**src/rtl/rom_scan_ctrl_if.sv**
```systemverilog
// ROM read port plus the one-entry output stream of the scan controller.
// Handshake: the producer raises out_valid with out_data held stable, and a byte transfers on
// any rising edge where out_valid && out_ready. The producer never drops out_valid without a transfer.
interface rom_scan_ctrl_if;
  logic [3:0] rom_addr;
  logic       rom_rd_en;
  logic [7:0] rom_data;
  logic [7:0] out_data;
  logic       out_valid;
  logic       out_ready;

  modport master (
    output rom_addr, rom_rd_en, out_data, out_valid,
    input  rom_data, out_ready
  );

  modport slave (
    input  rom_addr, rom_rd_en, out_data, out_valid,
    output rom_data, out_ready
  );
endinterface

```
**src/rtl/rom_scan_ctrl.sv**
```systemverilog
// Scans a wrap-around range of the 16x8 ROM and streams each byte through a one-entry
// valid/ready register, while accumulating the sum and maximum of the bytes read.
module rom_scan_ctrl (
  input  logic                   clk,
  input  logic                   rst,
  input  logic                   start,
  input  logic [3:0]             start_addr,
  input  logic [4:0]             count,
  rom_scan_ctrl_if.master        bus,
  output logic                   busy,
  output logic                   done,
  output logic [11:0]            sum,
  output logic [7:0]             max_val,
  output logic [1:0]             state_dbg
);

  typedef enum logic [1:0] {
    S_IDLE  = 2'd0,
    S_READ  = 2'd1,
    S_DRAIN = 2'd2,
    S_DONE  = 2'd3
  } state_t;

  state_t      state_q,     state_d;
  logic [3:0]  cur_addr_q,  cur_addr_d;
  logic [4:0]  remaining_q, remaining_d;
  logic [7:0]  out_data_q,  out_data_d;
  logic        out_valid_q, out_valid_d;
  logic [11:0] sum_q,       sum_d;
  logic [7:0]  max_q,       max_d;
  logic        rd_en;
  logic        xfer;

  assign xfer = out_valid_q & bus.out_ready;

  always_comb begin
    state_d     = state_q;
    cur_addr_d  = cur_addr_q;
    remaining_d = remaining_q;
    out_data_d  = out_data_q;
    out_valid_d = out_valid_q;
    sum_d       = sum_q;
    max_d       = max_q;
    rd_en       = 1'b0;
    busy        = 1'b0;
    done        = 1'b0;

    // A transfer empties the slot; a capture on the same edge refills it below.
    if (xfer) out_valid_d = 1'b0;

    case (state_q)
      S_IDLE: begin
        if (start) begin
          cur_addr_d  = start_addr;
          remaining_d = count;
          sum_d       = '0;
          max_d       = '0;
          state_d     = (count != 5'd0) ? S_READ : S_DONE;
        end
      end
      S_READ: begin
        busy  = 1'b1;
        rd_en = !out_valid_q || bus.out_ready;
        if (rd_en) begin
          out_data_d  = bus.rom_data;
          out_valid_d = 1'b1;
          sum_d       = sum_q + {4'h0, bus.rom_data};
          max_d       = (bus.rom_data > max_q) ? bus.rom_data : max_q;
          cur_addr_d  = cur_addr_q + 4'd1;
          remaining_d = remaining_q - 5'd1;
          if (remaining_q == 5'd1) state_d = S_DRAIN;
        end
      end
      S_DRAIN: begin
        busy = 1'b1;
        if (xfer) state_d = S_DONE;
      end
      S_DONE: begin
        done    = 1'b1;
        state_d = S_IDLE;
      end
      default: state_d = S_IDLE;
    endcase
  end

  always_ff @(posedge clk or posedge rst) begin
    if (rst) begin
      state_q     <= S_IDLE;
      cur_addr_q  <= '0;
      remaining_q <= '0;
      out_data_q  <= '0;
      out_valid_q <= 1'b0;
      sum_q       <= '0;
      max_q       <= '0;
    end else begin
      state_q     <= state_d;
      cur_addr_q  <= cur_addr_d;
      remaining_q <= remaining_d;
      out_data_q  <= out_data_d;
      out_valid_q <= out_valid_d;
      sum_q       <= sum_d;
      max_q       <= max_d;
    end
  end

  assign bus.rom_addr  = cur_addr_q;
  assign bus.rom_rd_en = rd_en;
  assign bus.out_data  = out_data_q;
  assign bus.out_valid = out_valid_q;
  assign sum           = sum_q;
  assign max_val       = max_q;
  assign state_dbg     = state_q;

endmodule

```
**src/flat_wrapper.sv**
```systemverilog
// flat-port wrapper written by rule: the top's interface ports become plain ports
module rom_scan_ctrl_flat 
  (clk, rst, start, start_addr, count, busy, done, sum, max_val, state_dbg, bus_rom_addr, bus_rom_rd_en, bus_out_data, bus_out_valid, bus_rom_data, bus_out_ready);
  rom_scan_ctrl_if bus_i ();
  input  logic clk;
  input  logic rst;
  input  logic start;
  input  logic [3:0] start_addr;
  input  logic [4:0] count;
  output logic busy;
  output logic done;
  output logic [11:0] sum;
  output logic [7:0] max_val;
  output logic [1:0] state_dbg;
  output wire logic [$bits(bus_i.rom_addr)-1:0] bus_rom_addr;
  output wire logic [$bits(bus_i.rom_rd_en)-1:0] bus_rom_rd_en;
  output wire logic [$bits(bus_i.out_data)-1:0] bus_out_data;
  output wire logic [$bits(bus_i.out_valid)-1:0] bus_out_valid;
  input wire logic [$bits(bus_i.rom_data)-1:0] bus_rom_data;
  input wire logic [$bits(bus_i.out_ready)-1:0] bus_out_ready;
  assign bus_rom_addr = bus_i.rom_addr;
  assign bus_rom_rd_en = bus_i.rom_rd_en;
  assign bus_out_data = bus_i.out_data;
  assign bus_out_valid = bus_i.out_valid;
  assign bus_i.rom_data = bus_rom_data;
  assign bus_i.out_ready = bus_out_ready;
  rom_scan_ctrl u_core (.clk(clk), .rst(rst), .start(start), .start_addr(start_addr), .count(count), .bus(bus_i), .busy(busy), .done(done), .sum(sum), .max_val(max_val), .state_dbg(state_dbg));
endmodule
```
**config.mk**
```make
export PLATFORM = sky130hd
export DESIGN_NAME = rom_scan_ctrl_flat
export DESIGN_NICKNAME = d
export VERILOG_FILES = /design/src/rtl/rom_scan_ctrl_if.sv /design/src/rtl/rom_scan_ctrl.sv /design/src/flat_wrapper.sv
export SDC_FILE = /design/constraint.sdc
export NUM_CORES = 1
export LEC_CHECK = 0
export CAP_MARGIN = 40
export CORE_ASPECT_RATIO = 1.2
export CORE_MARGIN = 8
export CORE_UTILIZATION = 54
export CTS_BUF_LIST = sky130_fd_sc_hd__clkbuf_8 sky130_fd_sc_hd__clkbuf_16
export CTS_CLUSTER_DIAMETER = 60
export DETAILED_ROUTE_END_ITERATION = 10
export PLACE_DENSITY = 0.93
export RECOVER_POWER = 50
export SLEW_MARGIN = 30
export SYNTH_ARGS = -nofsm -noshare
export SYNTH_HDL_FRONTEND = slang
export SYNTH_SLANG_ARGS = --single-unit
```
**constraint.sdc**
```tcl
create_clock -name clk -period 4.4 [get_ports clk]
set_input_delay 0.66 -clock clk [delete_from_list [all_inputs] [get_ports clk]]
set_output_delay 0.66 -clock clk [all_outputs]
set_load 0.005 [all_outputs]
```
Word level (Yosys, flattened, before mapping)
Cells that the tools add are included.
{"block": "word_totals", "output_inout_bits": 38, "ramBits": 0, "latch_bits": 0, "romBits": 0, "elab_cells": 56, "ff_bits": 40, "input_bits": 21, "mem_count": 0}
{"block": "classes", "n_eq_ne": 9, "n_bitwise": 1, "shift": 0, "addsub": 3, "n_mul": 0, "n_lt_le_gt_ge": 1, "n_reduce_logical": 10, "muxes": 25, "div": 0}
{"operator": "$mux 12", "n": 2}
{"operator": "$mux 8", "n": 3}
{"operator": "$pmux 12 s2", "n": 1}
{"operator": "$pmux 8 s2", "n": 1}
{"operator": "$add 12x8->12", "n": 1}
{"operator": "$mux 2", "n": 5}
{"operator": "$mux 5", "n": 2}
{"operator": "$pmux 5 s2", "n": 1}
{"operator": "$gt 8x8->1", "n": 1}
{"operator": "$mux 4", "n": 2}
{"operator": "$ne 2x1->1 const B", "n": 4}
{"operator": "$pmux 2 s4", "n": 1}
{"operator": "$pmux 4 s2", "n": 1}
{"operator": "$reduce_and 4->1", "n": 2}
{"operator": "$mux 1", "n": 6}
{"operator": "$eq 5x1->1 const B", "n": 1}
{"operator": "$reduce_bool 5->1", "n": 1}
{"operator": "$sub 5x1->5 const B", "n": 1}
{"operator": "$add 4x1->4 const B", "n": 1}
{"operator": "$eq 2x2->1 const B", "n": 2}
{"operator": "$reduce_and 3->1", "n": 1}
{"operator": "$eq 2x1->1 const B", "n": 1}
{"operator": "$logic_not 2->1", "n": 1}
{"operator": "$ne 2x2->1 const B", "n": 1}
{"operator": "other kinds (6)", "n": 6}

Longest topological paths before layout
{"block": "logic_depth", "ltp_word": 4, "mapped_depth": 9, "depth_no_buf": 7}

Worst setup path after synthesis
OpenSTA, ideal clock, no wires.
{"block": "synth_path", "path_type": "input to register", "startpoint": "input port bus_rom_data[3]", "endpoint": "register u_core.max_q[2] (netlist: u_core.max_val[2])", "setup_ns": 0.122, "setup_slack_ns": 1.888, "required_time_ns": 4.278, "path_stages": 8, "t_arrival_ns": 2.390, "path_cell_list": "ha_1 -> and3_1 -> a221o_1 -> or3_1 -> buf_6 -> and2_4 -> buf_6 -> a32o_1"}
{"block": "synth_between", "elab_chain_len": 3}
{"item": "start, declared", "line": "flat_wrapper.sv:19", "rtl": "input wire logic [$bits(bus_i.rom_data)-1:0] bus_rom_data;"}
{"item": "$gt 8x8->1", "line": "rom_scan_ctrl.sv:68", "rtl": "max_d = (bus.rom_data > max_q) ? bus.rom_data : max_q;"}
{"item": "$ne 2x1->1 (no line)"}
{"item": "$reduce_and 4->1 (no line)"}
{"item": "end signal, assigned", "line": "rom_scan_ctrl.sv:102", "rtl": "max_q <= max_d;"}
{"item": "end, declared", "line": "rom_scan_ctrl.sv:30", "rtl": "logic [7:0] max_q, max_d;"}
Every way passes these cells.
A chain may end at the register's enable or synchronous reset.

Worst setup path in the final report
{"block": "layout_path", "startpoint": "input port bus_out_ready", "endpoint": "output port bus_rom_rd_en"}
{"block": "layout_between", "elab_chain_len": 2}
{"item": "start, declared", "line": "flat_wrapper.sv:20", "rtl": "input wire logic [$bits(bus_i.out_ready)-1:0] bus_out_ready;"}
{"item": "$logic_or 1x1->1", "line": "rom_scan_ctrl.sv:63", "rtl": "rd_en = !out_valid_q || bus.out_ready;"}
{"item": "$mux 1", "line": "rom_scan_ctrl.sv:51", "rtl": "case (state_q)"}
{"item": "end, declared", "line": "flat_wrapper.sv:16", "rtl": "output wire logic [$bits(bus_i.rom_rd_en)-1:0] bus_rom_rd_en;"}
Every way passes these cells.

==> impl_metrics.ini <==
[synth]
synthAdderAreaFrac = 0.127
synth_mux_area_frac = 0.0472
synth_cell_types = 44
synth_area_um2 = 2520
ys_seq_area_frac = 0.397
yosys_most_used_dff = dfrtp_1
synth_compound_area_frac = 0.222
synth_cells = 261
synth_top_cell_area_share = 0.397
synth_top_family_by_area = compound AO/OA/AOI/OAI gates
async_reset_ff_frac = 1.00
yosys.area.top_type = dfrtp_1
ys_seq_elements = 40
syn_avg_cell_area_um2 = 9.65
synth_edf_count = 0
synth-xor-area-share = 0.0139
yosys_warnings = 0
syn_nets = 307
synth-simple-area-share = 0.141
synth_area_leaders = dfrtp_1, ha_1, o21ai_0

[sta]
tightest_slew_ps = 2120
fin_worst_skew_ps = 7.96
fin_ws_ps = 1330
fin_crit_sh = 0.697
fin_crit_ps = 3070
fmax_ghz = 0.326
maxSlewHeadroom = -0.413
rsz0062_at_grt = false
hold_viol_final = 0
tns_ps = 0
finalSetupViolations = 0
slew_violations = 41

[global_routing]
grt_pass1_vias = 2438
grt_max_degree = 41
grt_usage = 0.190
grt_overflow = 0
grt_pass1_wl_um = 11200
antenna_found_initial = 0

[floorplanning]
dieWidth_um = 78.4
coreArea_um2 = 4530
ioPinCount = 59
die-area_um2 = 7120
num_rows = 27
die_h_um = 90.8
start_util = 0.557

[worst_hold_path]
min-delay-start = u_core.bus.out_data[0]$_DFFE_PP0P_
hold_class = flop to flop
whs_path_depth = 2

[clock_network]
clock_tree.root_cell = clkbuf_8
clock-sinks = 40
clk_pin_slew_worst_paths_ps = 80
cts_buffer_depth = 2
cts-hold-fix-buffers = 0
post-cts-setup-buffers = 0
cts_tree = built
clkLatencyLatePin_ps = 300
cts_buffers = 5
cts_repair_resize_count = 0
htreeDepth = 2

[setup_path]
critical_path_class = input pin to primary output
r2r_cells = 8
worstSetupStartpoint = bus_out_ready
arrival_ps = 2410
critPathMaxFanout = 10
r2r_start = u_core.state_dbg[1]$_DFFE_PP0P_
end_kind = primary output
crit_required_ps = 3740
startpoint_type = input pin

[routing]
ant_nets = 0
drt_iter0_markers = 206
vias = 2308
vias_per_cell = 6.09
drtPass1Iterations = 4
routed_wl_um = 6670
drcViolationCount = 0
avgRoutedWirePerCell_um = 17.6

[outcome]
violations = max-capacitance violations, max-slew violations
status = finished, violations left

[finish]
synthToLayoutAreaGrowth_pct = 29.3
multi_input_comb_area_um2 = 1390
nets = 366
diodes = 0
drive_gt1_frac = 0.0717
fillers = 352
seq_area_um2 = 1000

[power]
power_density_nw_per_um2 = 729
vdd_drop_max_v = 0.000481
leakage_nw = 1.45
power.total_mw = 2.37

[place]
dp.final_hpwl_um = 4810
place_congestion = 0.894
pre_cts_ws_ps = 1290
numPortBuffers = 58

[job]
drv_cap = 1
[critical path, cell delays in order]
cell,delay (ps)
dlygate4sd3_1,570
nand2b_1,250
nand2_1,310
inv_1,110
clkdlybuf4s50_1,500
[power by group]
group / total, mW / internal [mW] / switching [mW]
Clock: 0.300 / 0.166 / 0.134
Combinational: 1.39 / 0.668 / 0.726
Sequential: 0.680 / 0.539 / 0.141
[layout make-up]
class | count | area share
flip-flops and latches | 40 | 0.307
clock inverters | 3 | 0.0119
inverters | 22 | 0.0253
clock buffers | 5 | 0.0211
well taps | 58 | 0.0223
repair buffers | 61 | 0.186
multi-input cells | 190 | 0.426
[stage by stage]
| stage | util | cell area (um^2) | instances | hold slack (ps) |
|---|---|---|---|---|
| after global routing | 0.720 | 3260 | 379 | 525 |
| after detailed placement | 0.693 | 3140 | 370 | 470 |
| final | 0.720 | 3260 | 379 | 481 |
| after floorplan | - | 2520 | 261 | 465 |
| after global placement | 0.693 | 3140 | 370 | 464 |
| after CTS | 0.717 | 3250 | 378 | 488 |
[cells in the mapped netlist (2+ instances only)]
library cell,count
dfrtp_1,40
nand2_1,25
ha_1,24
inv_1,22
o21ai_0,21
a21oi_1,16
nor2_1,11
nand3_1,8
nor3_1,8
o211ai_1,8
mux2_2,7
a21o_1,6
clkbuf_1,6
nand4_1,6
o311ai_2,5
mux2i_1,4
a211oi_1,3
a22o_1,3
a221o_1,2
a22oi_1,2
a32o_1,2
and3_1,2
buf_6,2
nand2b_1,2
nor3b_1,2
o21bai_1,2
or3_1,2
or4_1,2
xnor2_1,2
xor2_1,2
[final timing paths]
path                                                      endpoint  slack, ps
worst max-delay path                                 bus_rom_rd_en       1330
worst min-delay path            u_core.bus.out_data[0]$_DFFE_PP0P_        480
worst max register to register       u_core.max_val[0]$_DFFE_PP0P_       1860
worst min register to register  u_core.bus.out_data[0]$_DFFE_PP0P_        480
max in group asynchronous          u_core.state_dbg[1]$_DFFE_PP0P_       1620
min in group asynchronous                u_core.sum[2]$_DFFE_PP0P_       1570
[state kept, by name, summed over array words and instances, names as in the netlist]
signal,count
u_core.bus.out_valid,1
u_core.bus.rom_addr,4
u_core.bus.out_data,8
u_core.sum,12
u_core.state_dbg,2
u_core.remaining_q,5
u_core.max_val,8
[cells by family after synthesis]
logic type                 after synthesis
buffers and inverters                   31
AOI/OAI and AO/OA                       78
muxes                                   11
adders and majority gates               25
and+or+nand+nor                         72
xor gates and xnor gates                 4
DFF                                     40
[layer usage]
metal / GRT usage / part of all wire
met5: 0 / 0
met4: 0.0743 / 0.020
met3: 0.0528 / 0.070
met2: 0.326 / 0.51
met1: 0.214 / 0.40
[layout by cell type (no fill, tap or decap), drive strengths merged, types with 6 or more instances in the layout]
cell type	netlist	routed
dlygate4sd3	0	19
nor2	11	11
inv	22	23
clkbuf	6	6
o21ai	21	21
mux2	7	7
nand3	8	8
a21oi	17	17
o211ai	8	8
a21o	6	6
nand4	6	6
dfrtp	40	40
clkdlybuf4s50	0	39
ha	24	24
nand2	25	25
nor3	8	8
o311ai	6	6
No activity file was read; power rests on OpenSTA's default activity.
